`config.mk`:
```
export PLATFORM = sky130hd
export DESIGN_NAME = pc_unit
export DESIGN_NICKNAME = d
export VERILOG_FILES = /design/src/rtl/pc_unit.sv
export SDC_FILE = /design/constraint.sdc
export NUM_CORES = 1
export LEC_CHECK = 0
export BUFFER_PORTS_ARGS = -buffer_cell sky130_fd_sc_hd__buf_2
export CORE_ASPECT_RATIO = 1.75
export CORE_MARGIN = 8
export CORE_UTILIZATION = 51
export CTS_CLUSTER_SIZE = 30
export DETAILED_ROUTE_END_ITERATION = 8
export PLACE_DENSITY_LB_ADDON = 0.2
export SLEW_MARGIN = 30
export SYNTH_ARGS = -nofsm -noshare
export SYNTH_HDL_FRONTEND = slang
export SYNTH_SLANG_ARGS = --single-unit
```
`constraint.sdc`:
```
create_clock -name clk -period 4.5 [get_ports clk]
set_input_delay 0.225 -clock clk [delete_from_list [all_inputs] [get_ports clk]]
set_output_delay 0.225 -clock clk [all_outputs]
set_load 0.01 [all_outputs]
```
`src/rtl/pc_unit.sv`:
```
// pc_unit: parametrised program counter with RUN/HALT/TRAP control, redirects and a saturating advance counter.
// Optional feature macro: PC_MISALIGN_TRAP_EN (misaligned redirect targets trap instead of being truncated).
module pc_unit #(
  parameter int              XLEN         = 32,
  parameter logic [XLEN-1:0] RESET_VECTOR = '0,
  parameter int              STEP         = 4,
  parameter int              ALIGN_BITS   = 2,
  parameter int              CNT_W        = 32
) (
  input  logic             clk,
  input  logic             reset,
  input  logic             finish_flag,
  input  logic             stall,
  input  logic             redirect_valid,
  input  logic [XLEN-1:0]  redirect_target,
  input  logic             resume,
  output logic [XLEN-1:0]  pc_reg,
  output logic [XLEN-1:0]  pc_next,
  output logic             pc_valid,
  output logic             halted,
  output logic             trap,
  output logic [XLEN-1:0]  trap_pc,
  output logic [CNT_W-1:0] instr_count,
  output logic [1:0]       dbg_state
);

  typedef enum logic [1:0] {
    ST_RUN  = 2'd0,
    ST_HALT = 2'd1,
    ST_TRAP = 2'd2
  } state_t;

  localparam logic [XLEN-1:0] ALIGN_MASK = XLEN'((64'd1 << ALIGN_BITS) - 64'd1);
  localparam logic [XLEN-1:0] STEP_X     = XLEN'(STEP);

  state_t           r_state;
  state_t           w_state_next;
  logic [XLEN-1:0]  r_pc;
  logic [XLEN-1:0]  w_pc_sel;
  logic [CNT_W-1:0] r_cnt;
  logic             w_advance;
  logic             w_misaligned;
  logic [XLEN-1:0]  w_target;

`ifdef PC_MISALIGN_TRAP_EN
  logic [XLEN-1:0]  r_trap_pc;
  logic [XLEN-1:0]  w_trap_pc_next;

  assign w_misaligned = |(redirect_target & ALIGN_MASK);
  assign w_target     = redirect_target;
`else
  // Without the trap, a misaligned target is silently aligned down and accepted.
  assign w_misaligned = 1'b0;
  assign w_target     = redirect_target & ~ALIGN_MASK;
`endif

  // Next-state / next-PC. Priority in RUN: halt, trap, redirect, stall, increment.
  always_comb begin
    w_state_next = r_state;
    w_pc_sel     = r_pc;
    w_advance    = 1'b0;
`ifdef PC_MISALIGN_TRAP_EN
    w_trap_pc_next = r_trap_pc;
`endif
    case (r_state)
      ST_RUN: begin
        if (finish_flag) begin
          w_state_next = ST_HALT;
        end else if (redirect_valid && w_misaligned) begin
          w_state_next = ST_TRAP;
`ifdef PC_MISALIGN_TRAP_EN
          w_trap_pc_next = redirect_target;
`endif
        end else if (redirect_valid) begin
          w_pc_sel  = w_target;
          w_advance = 1'b1;
        end else if (!stall) begin
          w_pc_sel  = r_pc + STEP_X;
          w_advance = 1'b1;
        end
      end
      ST_HALT: begin
        if (resume && !finish_flag) begin
          w_state_next = ST_RUN;
        end
      end
      ST_TRAP: begin
        if (resume) begin
          w_state_next = ST_RUN;
          w_pc_sel     = RESET_VECTOR;
        end
      end
      default: begin
        w_state_next = ST_RUN;
      end
    endcase
  end

  always_ff @(posedge clk) begin
    if (!reset) begin
      r_state <= ST_RUN;
      r_pc    <= RESET_VECTOR;
      r_cnt   <= '0;
    end else begin
      r_state <= w_state_next;
      r_pc    <= w_pc_sel;
      if (w_advance && (r_cnt != '1)) begin
        r_cnt <= r_cnt + CNT_W'(1);
      end
    end
  end

`ifdef PC_MISALIGN_TRAP_EN
  always_ff @(posedge clk) begin
    if (!reset) begin
      r_trap_pc <= '0;
    end else begin
      r_trap_pc <= w_trap_pc_next;
    end
  end

  assign trap    = (r_state == ST_TRAP);
  assign trap_pc = r_trap_pc;
`else
  assign trap    = 1'b0;
  assign trap_pc = '0;
`endif

  // pc_valid is a valid-only strobe toward instruction memory: the fetch
  // address on pc_reg is meaningful in any cycle where pc_valid=1; there is
  // no ready back-pressure, the consumer stalls the PC through the stall input.
  assign pc_valid    = (r_state == ST_RUN) && !stall;
  assign pc_reg      = r_pc;
  assign pc_next     = reset ? w_pc_sel : RESET_VECTOR;
  assign halted      = (r_state == ST_HALT);
  assign instr_count = r_cnt;
  assign dbg_state   = r_state;

endmodule

```
==> out/metrics.cfg, run 1 <==
[placed_design]
place_hpwl_um = 9120
port_buffers = 134
gp_congestion = 0.852
place_ws_ps = 1580

[sta]
relSlewSlack_pct = 36.0
fin_crit_sh_pct = 73.4
final_hold_viol_count = 0
finalMaxSlewViolations = 0
rsz0062_at_grt = false
finalSetupTns_ps = 0
timing.final.crit_period_ps = 3300
fmax_ghz = 0.303
worst_slew_pin_slew_ps = 953
fin_skew_ps = 6.12
holdWs_ps = 154
worst_slack_ps = 1200
setup_violations = 0

[hold_path]
hold_depth = 3
hp-start = finish_flag
hp-class = in -> reg
min_to = dbg_state[0]

[power]
swShare_pct = 26.0
vdd_drop_max_mv = 0.231
power_frac_seq_pct = 41.0
p_per_area_nw_per_um2 = 323
comb_power_share_pct = 12.2
switching_power_w = 0.000393
clockPowerShare_pct = 46.8
internal_power_w = 0.00112
total_leakage_power_nw = 2.03
power_w = 0.00151

[route]
first_pass_iters = 5
drtIter0Drc = 230
wl_met3_um = 1020
wl_per_cell_um = 17.9
via_per_inst = 6.01
drc_errors = 0
top_layer = met4
vias = 4180
drtAntennaViolNets = 0
routed-wl-met2_um = 6500
routed_wl_um = 12400
routedLengthMet1_um = 4410

[global_route]
grt_use_total_pct = 22.6
grt_pass1_wl_um = 19000
grt_pass1_vias = 4073
grt_max_degree = 52
overflow = 0
grt_antenna_before_repair = 0

[floorplanning]
core-area_um2 = 7230
start_util_pct = 52.7
num_rows = 41
dieArea_um2 = 10600
pin_count = 171
fp.dieW_um = 81.3
die_h_um = 130

[cts]
cts_resized = 0
insertion_delay_ps = 330
post_cts_buffers = 0
cts-buffers-inserted = 9
cts-htree-levels = 3
clkTransAtPathRegs_ps = 50
cts_sinks = 65
cts_tree = done
clockRootBuffer = clkbuf_16
clock_path_buffers = 2
cts_hold_buf = 0

[critical_path]
cp-start-kind = flip-flop
crit_fanout = 10
reg2reg_to = pc_reg[30]
r2r_slack_ps = 1830
crit_type = reg -> out
rr_worst_depth = 6
cp.arrival_ps = 3080
rr_startpoint = pc_reg[2]
cp.required_ps = 4280
cp-end-kind = output port

[cells_and_area]
area_growth_pct = 22.7
layout.nets = 645
num_antenna_cells = 0
num-fill-cells = 644
drive_gt1_share_pct = 26.9
fin_util_pct = 64.6

[logic_synthesis]
yosysSeqAreaShare_pct = 34.2
postSynthCellCount = 487
synth_ff_type = dfxtp_1
avgSynthCellArea_um2 = 7.82
yosys_warnings = 0
synth-edff-count = 0
ys_seq_elements = 65
ys_types = 54
ys_async_sr_fraction_pct = 0
synth_area_um2 = 3810

[status]
outcome = finished clean

[job]
drv_cap = 0

==> synth_stat cells (2+ instances only) <==
cell type	number	share of area [%]
a311oi_1	9	2.1
nand3_1	12	1.6
a211oi_1	6	1.2
nor3_1	15	2.0
nor2_1	38	3.7
a2bb2oi_1	3	0.69
nor4_1	8	1.3
a31oi_1	12	2.0
a311o_1	2	0.53
clkbuf_1	26	2.6
a31o_2	2	0.46
and4b_1	3	0.79
mux2i_1	7	1.8
o211ai_1	2	0.39
or2_2	2	0.33
o21ai_0	32	4.2
a32o_1	2	0.53
o221a_2	3	0.89
or4_1	6	1.2
nand2_1	42	4.1
and3_1	14	2.3
nand2b_1	7	1.1
nand4_1	15	2.5
xnor2_1	3	0.69
inv_1	10	0.99
buf_2	2	0.26
a41oi_1	2	0.46
buf_4	35	6.9
a21oi_1	39	5.1
o31a_1	3	0.69
a22o_1	3	0.69
ha_1	2	0.66
or3_1	15	2.5
a22oi_1	4	0.79
dfxtp_1	65	34
o21a_1	3	0.59
nor3b_1	3	0.59
o31ai_1	8	1.6
and4_1	7	1.6
==> per-stage QoR <==
stage	area, um^2	instances
2_1_floorplan	3930	520
3_3_place_gp	4370	680
3_5_place_dp	4370	680
4_1_cts	4670	695
5_1_grt	4670	695
6_report	4670	695
==> power by group through the flow <==
stage	sequential (W)	clock, W	combinational, W
after floorplan	0.000632	0	0.000125
after global placement	0.000628	0	0.000179
after detailed placement	0.000629	0	0.000181
after CTS	0.000617	0.000714	0.000183
after global routing	0.000620	0.000734	0.000202
final	0.000618	0.000706	0.000184
==> cell usage in the layout (no fill, tap or decap), types with 4 or more instances in the layout <==
| cell | instances |
|---|---|
| inv_1 | 10 |
| buf_2 | 134 |
| and4_1 | 7 |
| a311oi_1 | 9 |
| nand2_1 | 42 |
| nand2b_1 | 7 |
| nor4_1 | 7 |
| a31oi_1 | 12 |
| nand3_1 | 12 |
| dfxtp_1 | 65 |
| a22oi_1 | 4 |
| mux2i_1 | 7 |
| nand4_1 | 15 |
| conb_1 | 34 |
| buf_4 | 4 |
| or4_1 | 6 |
| o31ai_1 | 8 |
| o21ai_0 | 32 |
| nor3_1 | 15 |
| clkbuf_16 | 9 |
| nor2_1 | 37 |
| or3_1 | 15 |
| a211oi_1 | 6 |
| a21oi_1 | 39 |
| and3_1 | 14 |
==> worst max-delay path by stage <==
stage          slack, ps               to  cells after the start           start
2_1_floorplan       2050  instr_count[27]                      6  instr_count[3]
3_3_place_gp        1580      pc_next[20]                      6  redirect_valid
3_5_place_dp        1580      pc_next[30]                      7       pc_reg[2]
4_1_cts             1230      pc_next[30]                      7       pc_reg[2]
5_1_grt             1000      pc_next[30]                      7       pc_reg[2]
6_report            1200      pc_next[30]                      7       pc_reg[2]
==> routing by layer <==
metal	vias to the layer above	track usage (%)
met2	186	40.0
met5	-	0
met1	1953	21.9
met4	0	14.8
li1	1999	-
met3	42	6.54
==> final cells by class <==
class | count | area, um^2 | share of cell area (%)
clock buffer | 12 | 256 | 5.49
clock inverter | 3 | 40.0 | 0.857
inverter | 10 | 37.5 | 0.803
multi-input combinational | 381 | 2230 | 47.7
sequential | 65 | 1300 | 27.9
tap | 86 | 108 | 2.30
timing repair buffer | 138 | 701 | 15.0
==> worst max-delay path, stage by stage (launching register included) <==
cell and delay [ps]:
dfxtp_1 410, ha_1 250, nand4b_1 240, nor4_2 910, nand2_1 180, o41ai_1 410, a31o_2 220, buf_2 130
==> cell families after synthesis <==
group / after synthesis / share of synthesized area, %
compound gates: 141 / 24.2
xor+xnor: 4 / 0.920
fa+ha+maj: 2 / 0.657
buf+inv: 74 / 10.8
flops: 65 / 34.2
mux: 7 / 1.84
other cells: 1 / 0.0985
simple gates: 193 / 27.3
(Power assumes the default switching activity.)
==> run 2: changes to the inputs <==
--- a/config.mk
+++ b/config.mk
@@ -8,7 +8,7 @@
 export BUFFER_PORTS_ARGS = -buffer_cell sky130_fd_sc_hd__buf_2
 export CORE_ASPECT_RATIO = 1.75
 export CORE_MARGIN = 8
-export CORE_UTILIZATION = 51
+export CORE_UTILIZATION = 43
 export CTS_CLUSTER_SIZE = 30
 export DETAILED_ROUTE_END_ITERATION = 8
 export PLACE_DENSITY_LB_ADDON = 0.2
==> constraint.sdc (replaced) <==
create_clock -name clk -period 3 [get_ports clk]
set_input_delay 0.15 -clock clk [delete_from_list [all_inputs] [get_ports clk]]
set_output_delay 0.15 -clock clk [all_outputs]
set_load 0.01 [all_outputs]
==> run 2 against run 1 <==
  * Sequential cell count unchanged
  * Die area rose by 16%
  * Clock skew shrank 2.7 ps
  * Sequential share of layout area shrank 0.58 points
  * Power up 48%
  * Critical path depth is 1 lower
  * Setup slack worse by 1000 ps
  * Final cell count grew 5.8%
  * First-iteration DRC count fell by 43%
  * Non-clock buffer count is 8 higher
==> out/metrics.cfg, run 2 (same netlist as run 1, synthesis figures left out) <==
[status]
outcome = finished clean

[cts]
cts_tree = done
clockRootBuffer = clkbuf_16
cts-buffers-inserted = 9  ; unchanged
clkTransAtPathRegs_ps = 50  ; about the same
insertion_delay_ps = 330  ; about the same
cts_sinks = 65  ; unchanged
cts-htree-levels = 3  ; unchanged
clock_path_buffers = 2  ; unchanged
cts_hold_buf = 0  ; unchanged

[cells_and_area]
mostFrequentLayoutCell = buf_2
num-fill-cells = 878  ; +36%
num_antenna_cells = 0  ; unchanged
drive_gt1_share_pct = 28.0  ; +1.1 points
fin_util_pct = 55.0  ; -9.6 points
layout_common_cells = buf_2 (134), dfxtp_1 (65), nand2_1 (42)
area_growth_pct = 25.3
final_area_um2 = 4770  ; +2.1%
layout.nets = 653  ; +1.2%

[route]
vias = 4148  ; -0.77%
drtIter0Drc = 130  ; -43%
routed-wl-met2_um = 7160  ; +10%
wl_met3_um = 765  ; -25%
drtAntennaViolNets = 0  ; unchanged
top_layer = met4
first_pass_iters = 7  ; +2
routed_wl_um = 12800  ; +3.1%
drc_errors = 0  ; unchanged
wl_per_cell_um = 17.4  ; -2.6%
routedLengthMet1_um = 4460  ; +1.0%
via_per_inst = 5.64  ; -6.2%

[sta]
worst_slew_pin_slew_ps = 741  ; -212 ps
fmax_ghz = 0.357
worst_slack_ps = 199  ; -996 ps
finalSetupTns_ps = 0  ; unchanged
fin_skew_ps = 3.45  ; -2.67 ps
setup_violations = 0  ; unchanged
final_hold_viol_count = 0  ; unchanged
rsz0062_at_grt = false
fin_crit_sh_pct = 93.4
finalMaxSlewViolations = 0  ; unchanged
timing.final.crit_period_ps = 2800
relSlewSlack_pct = 50.4  ; +14 points

[critical_path]
crit_fanout = 9  ; -1
rr_worst_depth = 5  ; -1
cp-end-kind = output port
cp.arrival_ps = 2650  ; -430 ps
crit_type = reg -> out
cp-start-kind = flip-flop
r2r_slack_ps = 380  ; -1450 ps
cp_slowest_cell = nor2_2
worstPathCellList = and4b_1 -> nand4_1 -> nor2_2 -> a311oi_1 -> a311oi_1 -> buf_2
reg2reg_to = instr_count[27]
cp.required_ps = 2850  ; -1430 ps
worstSetupEndpoint = pc_next[19]
cp_common_cell = a311oi_1
max_stage_delay_ps = 460  ; -450 ps
rr_startpoint = instr_count[8]
crit_start = pc_reg[2]

[power]
p_per_area_nw_per_um2 = 468  ; +45%
total_leakage_power_nw = 2.06  ; +1.7%
vdd_drop_max_mv = 0.294  ; +28%

[floorplanning]
dieArea_um2 = 12200  ; +16%
fp.dieW_um = 87.1  ; +7.2%
pin_count = 171  ; unchanged
core-area_um2 = 8670  ; +20%
num_rows = 45  ; +9.8%
die_h_um = 141  ; +7.8%
start_util_pct = 43.9  ; -8.7 points

[global_route]
grt_antenna_before_repair = 0  ; unchanged
grt_pass1_vias = 4100  ; +0.66%
grt_max_degree = 49  ; -5.8%
grt_pass1_wl_um = 19700  ; +3.9%
grt_use_total_pct = 20.2  ; -2.5 points
overflow = 0  ; unchanged

[placed_design]
port_buffers = 134  ; unchanged
place_ws_ps = 372  ; -1210 ps
place_hpwl_um = 9740  ; +6.8%
placed_area_um2 = 4470  ; +2.3%
gp_congestion = 0.837  ; -1.8%

[hold_path]
hp-start = finish_flag
hp-class = in -> reg

[job]
drv_cap = 0  ; unchanged

## run 2: cell types whose count changed in the layout (fill, tap and decap cells not counted), sizes merged
cell	delta
buf	+8
clkbuf	+3
clkinv	-2
bufinv	-1
clkinvlp	+1
## run 2: critical path: cells and delay by family, from the launching register on
| kind | cells | cell delay, ps |
|---|---|---|
| and+or+nand+nor | 3 | 1180 |
| AOI/OAI and AO/OA | 2 | 500 |
| buffers and inverters | 1 | 210 |
| DFF | 1 | 420 |
## run 2: where the power goes
part,internal [W],total [W],switching [W]
clock network,0.000650,0.00102,0.000375
registers,0.000891,0.000926,0.0000353
logic,0.000105,0.000280,0.000175
total,0.00165,0.00223,0.000585
## run 2: worst min-delay path by stage
stage,end,slack (ps),cells past startpoint
2_1_floorplan,dbg_state[0],270,2
3_3_place_gp,dbg_state[0],400,3
3_5_place_dp,dbg_state[0],410,3
4_1_cts,dbg_state[0],70,3
5_1_grt,dbg_state[0],70,3
6_report,dbg_state[0],70,3
## run 2: cell type report
cell class / instances / area (um^2) / share of cell area (%)
Multi-Input combinational cell: 381 / 2230 / 46.7
Sequential cell: 65 / 1300 / 27.3
Timing Repair Buffer: 146 / 761 / 15.9
Clock buffer: 15 / 288 / 6.03
Tap cell: 117 / 146 / 3.07
Inverter: 10 / 37.5 / 0.787
Clock inverter: 1 / 7.51 / 0.157
## run 2: routing by layer
layer  global-route usage (%)  vias up
met2                     38.8      139
li1                         -     2018
met4                     10.6        0
met5                        0        -
met1                     18.1     1963
met3                     5.51       28
## run 2: timing repair
item / 4_1_cts / 5_1_grt
setup buffers: 0 / 0
gates resized for setup: 1 / 1
cloned: 0 / 0
setup endpoints to repair: 1 / 1
hold endpoints to repair: 0 / 0
## run 2: per-stage QoR
stage	power, W	hold slack (ps)	std cells
final	0.00223	72.5	735
after global routing	0.00231	69.4	735
after CTS	0.00225	66.3	735
after detailed placement	0.00122	411	719
after global placement	0.00122	402	719
after floorplan	0.00114	267	520
